**src/rtl/alu_exec_if.sv**
```systemverilog
`default_nettype none
// +-----------------------------------------------------------------------+
// | alu_exec_if : operand/handshake/result bundle for alu_exec_unit       |
// | Revision    : 1.0                                                     |
// +-----------------------------------------------------------------------+
interface alu_exec_if #(
    parameter int WIDTH = 32,
    parameter int IMM_W = 16
) ();
    logic              in_valid;
    logic              in_ready;
    logic [WIDTH-1:0]  srcA;
    logic [WIDTH-1:0]  srcB;
    logic [IMM_W-1:0]  imm;
    logic [1:0]        aluop;
    logic              alusrc;
    logic [WIDTH-1:0]  result;
    logic              zero;
    logic              out_valid;
    logic              busy;
    logic              md_done;
    logic [WIDTH-1:0]  hi;
    logic [WIDTH-1:0]  lo;

    modport slave (
        input  in_valid, srcA, srcB, imm, aluop, alusrc,
        output in_ready, result, zero, out_valid, busy, md_done, hi, lo
    );

    modport master (
        output in_valid, srcA, srcB, imm, aluop, alusrc,
        input  in_ready, result, zero, out_valid, busy, md_done, hi, lo
    );
endinterface
`default_nettype wire

```
**src/rtl/alu_exec_unit.sv**
```systemverilog
`default_nettype none
// +-----------------------------------------------------------------------+
// | alu_exec_unit : registered execute stage with iterative mult/div      |
// | Revision      : 1.0                                                   |
// +-----------------------------------------------------------------------+
module alu_exec_unit #(
    parameter int WIDTH = 32,
    parameter int IMM_W = 16
) (
    input  logic       clk,
    input  logic       reset,
    alu_exec_if.slave  bus
);
    localparam int CNT_W = $clog2(WIDTH);

    typedef enum logic [1:0] {
        S_IDLE = 2'd0,
        S_RUN  = 2'd1,
        S_FIX  = 2'd2
    } state_t;

    state_t             state_q;
    logic [CNT_W-1:0]   cnt_q;
    logic [WIDTH-1:0]   result_q, hi_q, lo_q;
    logic               zero_q, out_valid_q, md_done_q;
    logic [WIDTH-1:0]   acc_hi_q, acc_lo_q, opb_q, a_q;
    logic               div_q, neg_q, rneg_q, divz_q;

    logic [5:0]         w_funct;
    logic [WIDTH-1:0]   w_opb, w_a_mag, w_b_mag, result_d;
    logic               w_accept, w_is_md, w_a_neg, w_b_neg, w_slt;

    assign w_funct  = bus.imm[5:0];
    assign w_opb    = bus.alusrc ? {{(WIDTH-IMM_W){bus.imm[IMM_W-1]}}, bus.imm} : bus.srcB;
    assign w_accept = bus.in_valid && (state_q == S_IDLE);
    assign w_is_md  = (bus.aluop == 2'b10) && (w_funct[5:2] == 4'b0110);
    assign w_slt    = $signed(bus.srcA) < $signed(w_opb);

    // funct[0]=1 selects the unsigned variant of mult/div
    assign w_a_neg  = !w_funct[0] && bus.srcA[WIDTH-1];
    assign w_b_neg  = !w_funct[0] && bus.srcB[WIDTH-1];
    assign w_a_mag  = w_a_neg ? -bus.srcA : bus.srcA;
    assign w_b_mag  = w_b_neg ? -bus.srcB : bus.srcB;

    always_comb begin
        result_d = '0;
        case (bus.aluop)
            2'b00: result_d = bus.srcA + w_opb;
            2'b01: result_d = bus.srcA - w_opb;
            2'b11: result_d = {{(WIDTH-1){1'b0}}, w_slt};
            default: begin
                case (w_funct)
                    6'b100000: result_d = bus.srcA + w_opb;
                    6'b100010: result_d = bus.srcA - w_opb;
                    6'b100100: result_d = bus.srcA & w_opb;
                    6'b100101: result_d = bus.srcA | w_opb;
                    6'b101010: result_d = {{(WIDTH-1){1'b0}}, w_slt};
                    6'b010000: result_d = hi_q;
                    6'b010010: result_d = lo_q;
                    default:   result_d = '0;
                endcase
            end
        endcase
    end

    // Shared iteration datapath: multiply shifts right, divide shifts left
    logic [WIDTH:0]     w_sum, w_shift;
    logic [WIDTH-1:0]   w_diff;
    logic               w_ge;
    logic [2*WIDTH-1:0] w_prod, w_prod_fix;
    logic [WIDTH-1:0]   w_hi_d, w_lo_d;

    assign w_sum   = {1'b0, acc_hi_q} + (acc_lo_q[0] ? {1'b0, opb_q} : '0);
    assign w_shift = {acc_hi_q, acc_lo_q[WIDTH-1]};
    assign w_ge    = w_shift >= {1'b0, opb_q};
    assign w_diff  = w_shift[WIDTH-1:0] - opb_q;
    assign w_prod  = {acc_hi_q, acc_lo_q};
    assign w_prod_fix = neg_q ? -w_prod : w_prod;

    always_comb begin
        w_hi_d = w_prod_fix[2*WIDTH-1:WIDTH];
        w_lo_d = w_prod_fix[WIDTH-1:0];
        if (div_q) begin
            if (divz_q) begin
                w_hi_d = a_q;
                w_lo_d = '1;
            end else begin
                w_hi_d = rneg_q ? -acc_hi_q : acc_hi_q;
                w_lo_d = neg_q  ? -acc_lo_q : acc_lo_q;
            end
        end
    end

    always_ff @(posedge clk) begin
        if (reset) begin
            state_q     <= S_IDLE;
            cnt_q       <= '0;
            result_q    <= '0;
            zero_q      <= 1'b0;
            out_valid_q <= 1'b0;
            md_done_q   <= 1'b0;
            hi_q        <= '0;
            lo_q        <= '0;
            acc_hi_q    <= '0;
            acc_lo_q    <= '0;
            opb_q       <= '0;
            a_q         <= '0;
            div_q       <= 1'b0;
            neg_q       <= 1'b0;
            rneg_q      <= 1'b0;
            divz_q      <= 1'b0;
        end else begin
            out_valid_q <= 1'b0;
            md_done_q   <= 1'b0;
            case (state_q)
                S_IDLE: begin
                    if (w_accept && w_is_md) begin
                        state_q  <= S_RUN;
                        cnt_q    <= '0;
                        acc_hi_q <= '0;
                        acc_lo_q <= w_a_mag;
                        opb_q    <= w_b_mag;
                        a_q      <= bus.srcA;
                        div_q    <= w_funct[1];
                        neg_q    <= w_a_neg ^ w_b_neg;
                        rneg_q   <= w_a_neg;
                        divz_q   <= (bus.srcB == '0);
                    end else if (w_accept) begin
                        result_q    <= result_d;
                        zero_q      <= (result_d == '0);
                        out_valid_q <= 1'b1;
                    end
                end
                S_RUN: begin
                    if (div_q) begin
                        acc_hi_q <= w_ge ? w_diff : w_shift[WIDTH-1:0];
                        acc_lo_q <= {acc_lo_q[WIDTH-2:0], w_ge};
                    end else begin
                        acc_hi_q <= w_sum[WIDTH:1];
                        acc_lo_q <= {w_sum[0], acc_lo_q[WIDTH-1:1]};
                    end
                    if (cnt_q == CNT_W'(WIDTH-1)) begin
                        cnt_q   <= '0;
                        state_q <= S_FIX;
                    end else begin
                        cnt_q <= cnt_q + 1'b1;
                    end
                end
                S_FIX: begin
                    hi_q      <= w_hi_d;
                    lo_q      <= w_lo_d;
                    md_done_q <= 1'b1;
                    state_q   <= S_IDLE;
                end
                default: state_q <= S_IDLE;
            endcase
        end
    end

    assign bus.in_ready  = (state_q == S_IDLE);
    assign bus.busy      = (state_q != S_IDLE);
    assign bus.result    = result_q;
    assign bus.zero      = zero_q;
    assign bus.out_valid = out_valid_q;
    assign bus.md_done   = md_done_q;
    assign bus.hi        = hi_q;
    assign bus.lo        = lo_q;
endmodule
`default_nettype wire

```
**src/flat_wrapper.sv**
```systemverilog
// flat-port wrapper written by rule: the top's interface ports become plain ports
module alu_exec_unit_flat 
#(
    parameter int WIDTH = 32,
    parameter int IMM_W = 16
)
  (clk, reset, bus_in_valid, bus_srcA, bus_srcB, bus_imm, bus_aluop, bus_alusrc, bus_in_ready, bus_result, bus_zero, bus_out_valid, bus_busy, bus_md_done, bus_hi, bus_lo);
  alu_exec_if #(.WIDTH(WIDTH), .IMM_W(IMM_W)) bus_i ();
  input  logic clk;
  input  logic reset;
  input wire logic [$bits(bus_i.in_valid)-1:0] bus_in_valid;
  input wire logic [$bits(bus_i.srcA)-1:0] bus_srcA;
  input wire logic [$bits(bus_i.srcB)-1:0] bus_srcB;
  input wire logic [$bits(bus_i.imm)-1:0] bus_imm;
  input wire logic [$bits(bus_i.aluop)-1:0] bus_aluop;
  input wire logic [$bits(bus_i.alusrc)-1:0] bus_alusrc;
  output wire logic [$bits(bus_i.in_ready)-1:0] bus_in_ready;
  output wire logic [$bits(bus_i.result)-1:0] bus_result;
  output wire logic [$bits(bus_i.zero)-1:0] bus_zero;
  output wire logic [$bits(bus_i.out_valid)-1:0] bus_out_valid;
  output wire logic [$bits(bus_i.busy)-1:0] bus_busy;
  output wire logic [$bits(bus_i.md_done)-1:0] bus_md_done;
  output wire logic [$bits(bus_i.hi)-1:0] bus_hi;
  output wire logic [$bits(bus_i.lo)-1:0] bus_lo;
  assign bus_i.in_valid = bus_in_valid;
  assign bus_i.srcA = bus_srcA;
  assign bus_i.srcB = bus_srcB;
  assign bus_i.imm = bus_imm;
  assign bus_i.aluop = bus_aluop;
  assign bus_i.alusrc = bus_alusrc;
  assign bus_in_ready = bus_i.in_ready;
  assign bus_result = bus_i.result;
  assign bus_zero = bus_i.zero;
  assign bus_out_valid = bus_i.out_valid;
  assign bus_busy = bus_i.busy;
  assign bus_md_done = bus_i.md_done;
  assign bus_hi = bus_i.hi;
  assign bus_lo = bus_i.lo;
  alu_exec_unit #(.WIDTH(WIDTH), .IMM_W(IMM_W)) u_core (.clk(clk), .reset(reset), .bus(bus_i));
endmodule
```
**config.mk**
```make
export PLATFORM = sky130hd
export DESIGN_NAME = alu_exec_unit_flat
export DESIGN_NICKNAME = d
export VERILOG_FILES = /design/src/rtl/alu_exec_if.sv /design/src/rtl/alu_exec_unit.sv /design/src/flat_wrapper.sv
export SDC_FILE = /design/constraint.sdc
export NUM_CORES = 1
export LEC_CHECK = 0
export ABC_AREA = 1
export BUFFER_PORTS_ARGS = -buffer_cell sky130_fd_sc_hd__buf_2
export CORE_ASPECT_RATIO = 2
export CORE_MARGIN = 10
export CORE_UTILIZATION = 57
export CTS_CLUSTER_SIZE = 25
export DETAILED_ROUTE_END_ITERATION = 16
export GPL_TIMING_DRIVEN = 0
export PLACE_DENSITY_LB_ADDON = 0.25
export SKIP_CTS_REPAIR_TIMING = 1
export SLEW_MARGIN = 25
export SYNTH_ARGS = -nofsm -noshare
export SYNTH_HDL_FRONTEND = slang
export SYNTH_SLANG_ARGS = --single-unit
```
**constraint.sdc**
```tcl
create_clock -name clk -period 3.2 [get_ports clk]
set_input_delay 0.32 -clock clk [delete_from_list [all_inputs] [get_ports clk]]
set_output_delay 0.32 -clock clk [all_outputs]
set_load 0.01 [all_outputs]
```
==> results of run 1 <==
==> logic make-up after synthesis <==
logic type                 synth area share (%)
buffers and inverters                      12.1
xor gates and xnor gates                   3.58
and+or+nand+nor                            32.0
DFF                                        19.1
adders and majority gates                  9.14
AOI/OAI and AO/OA                          24.1
==> per-layer routing <==
metal,GRT overflow,GRT usage [%]
met1,9,66.9
met5,0,13.5
met4,316,74.1
met3,13,49.2
met2,517,92.8
==> metrics by stage <==
| stage | instances | setup slack, ns | setup TNS (ns) | utilization, % | hold slack (ns) |
|---|---|---|---|---|---|
| floorplan | 4267 | 0.147 | 0 | - | 0.442 |
| global placement | 5002 | -1.61 | -120.70 | 61.3 | 0.453 |
| detailed placement | 5003 | -1.63 | -123.45 | 61.3 | 0.457 |
| CTS | 5047 | -1.49 | -55.74 | 63.3 | 0.0804 |
==> flow_summary.toml, run 1 <==
[status]
status = "did not finish"
lastStage = "global routing"
error = "[ERROR GRT-0116] Global routing finished with congestion. Check the congestion regions in the DRC Viewer."

[synthesis]
synth_edf_count = 0
syn_nets = 4533
ys.flop_type = "dfxtp_1"
synth-seq-cells = 238
synth.area.top_cells = "dfxtp_1 19%, nand2_1 14%, ha_1 8.8%"
syn_area_per_cell_um2 = 5.85
synth_cell_types = 63
post-synth-top-count-cell = "nand2_1"
synth_top_cell_by_area = "dfxtp_1"
ys_async_sr_fraction_pct = 0
yosysSeqAreaShare_pct = 19.1
synth_cells = 4267
ys_top_cells_by_count = "923 x nand2_1, 579 x inv_1, 456 x nor2_1"
synth.top_cell.area_share_pct = 19.1
synthesis.area_mm2 = 0.0250
ys.warnings.count = 0

[die]
start_util_pct = 57.5
num_rows = 108
num_io_pins = 187
die_h_um = 316
die_width_um = 168

[placement]
globalplace.congestion = 1.28
place.detailed.hpwl_um = 124000
postPlaceCellArea_mm2 = 0.0266
port_buffers = 185

[global_routing]
grt_pass1_vias = 37000
grt_pass1_wl_um = 288000
grt_max_degree = 16
grtUsageTotal_pct = 70.1
grt_overflow = 855

[clock_tree]
cts_made_buffers = 24
clockBufferDepth = 3
root_buffer = "clkbuf_16"
cts.sinks = 238
cts_max_level = 1
==> inputs of run 2 (changes only) <==
Settings changed: CORE_ASPECT_RATIO 2 to not set, CORE_UTILIZATION 57 to 40, CTS_CLUSTER_SIZE 25 to not set, PLACE_DENSITY_LB_ADDON 0.25 to 0.15.
Clock period 3.2 ns to 4.2 ns, I/O delays scaled along.
==> run 2 against run 1 <==
Compared with the run above:
- the run now ends clean
- synthesized cell count is the same
- synthesized area did not move
==> flow_summary.toml, run 2 <==
[setup_path]
cp_common_cell = "nand2_1"
timing.rr.start = "u_core.acc_hi_q[19]"
crit_chain = "buf_2, clkbuf_1, o21ai_0, ha_1, inv_1, a21oi_1, nand2_1, a21oi_1, nand2_1, xor2_1, a22o_1, nor2_1, nand2_1, nor2_1, nand2_1, nor2_1, nand2_1, a21oi_1"
worst_ep_required_time_ns = 4.73
critical-path-slowest-cell = "o21ai_0"
arrival_ns = 4.62
path_class = "in2reg"
critPathMaxFanout = 10
ff2ff_setup_slack_ns = 0.39
critPathTopFamily = "compound AO/OA/AOI/OAI gates"
path_buf_inv = 3
rr_worst_depth = 14
start_kind = "input pin"
r2r_end = "u_core.acc_lo_q[0]"
cpPeakStageDelay_ns = 0.85
critPathCaptureType = "flip-flop"

[timing]
tightest_slew_ns = 1.18
fmax_ghz = 0.244
holdWs_ns = 0.173
finClkSkew_ns = 0.0230
finalCritPeriodShare_pct = 97.4
slew_headroom_pct = 20.3
final_hold_viol_count = 0
setup-violations-final = 0
maxSlewViolCount = 0
finalCriticalPeriod_ns = 4.09

[global_routing]
grtUsageTotal_pct = 37.4
grt_pass1_wl_um = 203000
grt_pass1_vias = 29200
antenna_found_initial = 10
grt_max_degree = 15
grt_overflow = 0

[hold_path]
worstHoldPathCells = 3
hp-start = "bus_srcB[29]"
hold_class = "in2reg"
whs_endpoint = "u_core.opb_q[29]"

[finish]
stdcell_area_mm2 = 0.0280
final_cell_mix = "922 x nand2_1, 579 x inv_1, 455 x nor2_1"
layout.nets = 4751
multi_input_area_mm2 = 0.0172
drive_above_1_share_pct = 8.30
fill_cells = 6958
synthToLayoutAreaGrowth_pct = 12.1
fin_cells = 5348
final_util_pct = 45.4
seq_area_mm2 = 0.00476
layout_commonest_cell = "nand2_1"

[synthesis]
synth.area.top_cells = "dfxtp_1 19%, nand2_1 14%, ha_1 8.8%"
synth.top_cell.area_share_pct = 19.1
post-synth-top-count-cell = "nand2_1"
syn_nets = 4533
synth_cells = 4267
ys_async_sr_fraction_pct = 0
synth_edf_count = 0
yosysSeqAreaShare_pct = 19.1
ys.warnings.count = 0
ys.flop_type = "dfxtp_1"
synth_cell_types = 63
syn_area_per_cell_um2 = 5.85
synthesis.area_mm2 = 0.0250
ys_top_cells_by_count = "923 x nand2_1, 579 x inv_1, 456 x nor2_1"
synth_top_cell_by_area = "dfxtp_1"
synth-seq-cells = 238

[drt]
drt_iter0_drc = 3804
first_pass_iters = 7
drc = 0
drt_wl_total_um = 143000
antenna_left = 0
wire_per_inst_um = 26.7
viasPerCell = 5.93
via_count = 31700

[die]
design.core.area_mm2 = 0.0617
dieArea_mm2 = 0.0728
num_io_pins = 187
start_util_pct = 40.5
die_width_um = 270
die_h_um = 270
num_rows = 91

[clock_tree]
clockBufferDepth = 3
clk-insertion-delay-late_ns = 0.62
cts_tree = "built"
cts.sinks = 238
path_clk_slew_ns = 0.06
cts_made_buffers = 30
root_buffer = "clkbuf_16"
cts_max_level = 1

[status]
status = "finished, final reports clean"

[placement]
postPlaceCellArea_mm2 = 0.0269
place.detailed.hpwl_um = 118000
port_buffers = 185
dp.cells = 5289
globalplace.congestion = 1.12

[flow_run]
maxCapViolCount = 0

[power_and_ir_drop]
power-per-cell-area_mw_per_mm2 = 255
cellLeakagePower_nw = 14.0
max-vdd-ir-drop_uv = 346
==> run 2: cell counts after synthesis <==
No cell type changed its count.
==> run 2: cell type report <==
class                   instances  share of cell area (%)
plain buffers                 182                    2.74
multi-input cells            3245                    61.5
inverters                     602                    8.09
repair buffers                186                    3.33
clock inverters                17                   0.577
well taps                     837                    3.74
diodes                          3                  0.0268
flip-flops and latches        238                    17.0
clock buffers                  38                    2.94
==> run 2: worst register-to-register path, cell delays in order (launching register included) <==
cell      delay [ns]
dfxtp_1         0.63
ha_1            0.39
nand2_1         0.13
inv_1           0.05
a21oi_1         0.26
nor2_1          0.07
nor2_1          0.13
nor3_1          0.06
a211oi_1        0.34
nand4_1         0.50
inv_1           0.27
buf_2           0.31
o21ai_0         0.11
o21ai_0         0.29
a21oi_1         0.13
==> run 2: through the flow <==
step	total power, mW	TNS [ns]	setup slack [ns]
3_3_place_gp	4.38	-1.02	-0.504
4_1_cts	7.04	0	0.140
3_5_place_dp	4.38	-0.954	-0.464
5_1_grt	7.36	-0.00789	-0.00789
2_1_floorplan	3.59	0	1.05
6_report	7.15	0	0.110
==> run 2: layer usage <==
metal | GRT usage (%) | vias up | share of wire, % | wire [µm]
met1 | 44.8 | 14700 | 38 | 54800
met2 | 56.4 | 1956 | 41 | 58800
met3 | 9.12 | 504 | 11 | 15100
met4 | 30.2 | 10 | 9.7 | 13900
met5 | 0 | - | 0.043 | 61
li1 | - | 14600 | - | -
==> run 2: cells by family after synthesis <==
kind of cell | share of synthesized area [%]
DFF | 19.1
xor gates and xnor gates | 3.58
buffers and inverters | 12.1
adders and majority gates | 9.14
AOI/OAI and AO/OA | 24.1
and+or+nand+nor | 32.0
==> run 2: worst max-delay path by stage <==
stage | start | end | slack (ns) | cells past startpoint
6_report | bus_alusrc | u_core.bus.zero | 0.11 | 18
5_1_grt | bus_alusrc | u_core.bus.zero | -0.008 | 25
4_1_cts | bus_alusrc | u_core.bus.zero | 0.14 | 23
3_5_place_dp | bus_alusrc | u_core.bus.zero | -0.46 | 23
3_3_place_gp | bus_alusrc | u_core.bus.zero | -0.50 | 23
2_1_floorplan | bus_alusrc | u_core.bus.zero | 1.05 | 23
==> run 2: report_power, final <==
group	internal (mW)	switching, mW	total (mW)
Clock	1.51	1.21	2.72
Combinational	0.551	1.55	2.10
Sequential	2.30	0.0344	2.33
Total	4.36	2.79	7.15
Note: power is estimated with default switching activity, not from simulation.
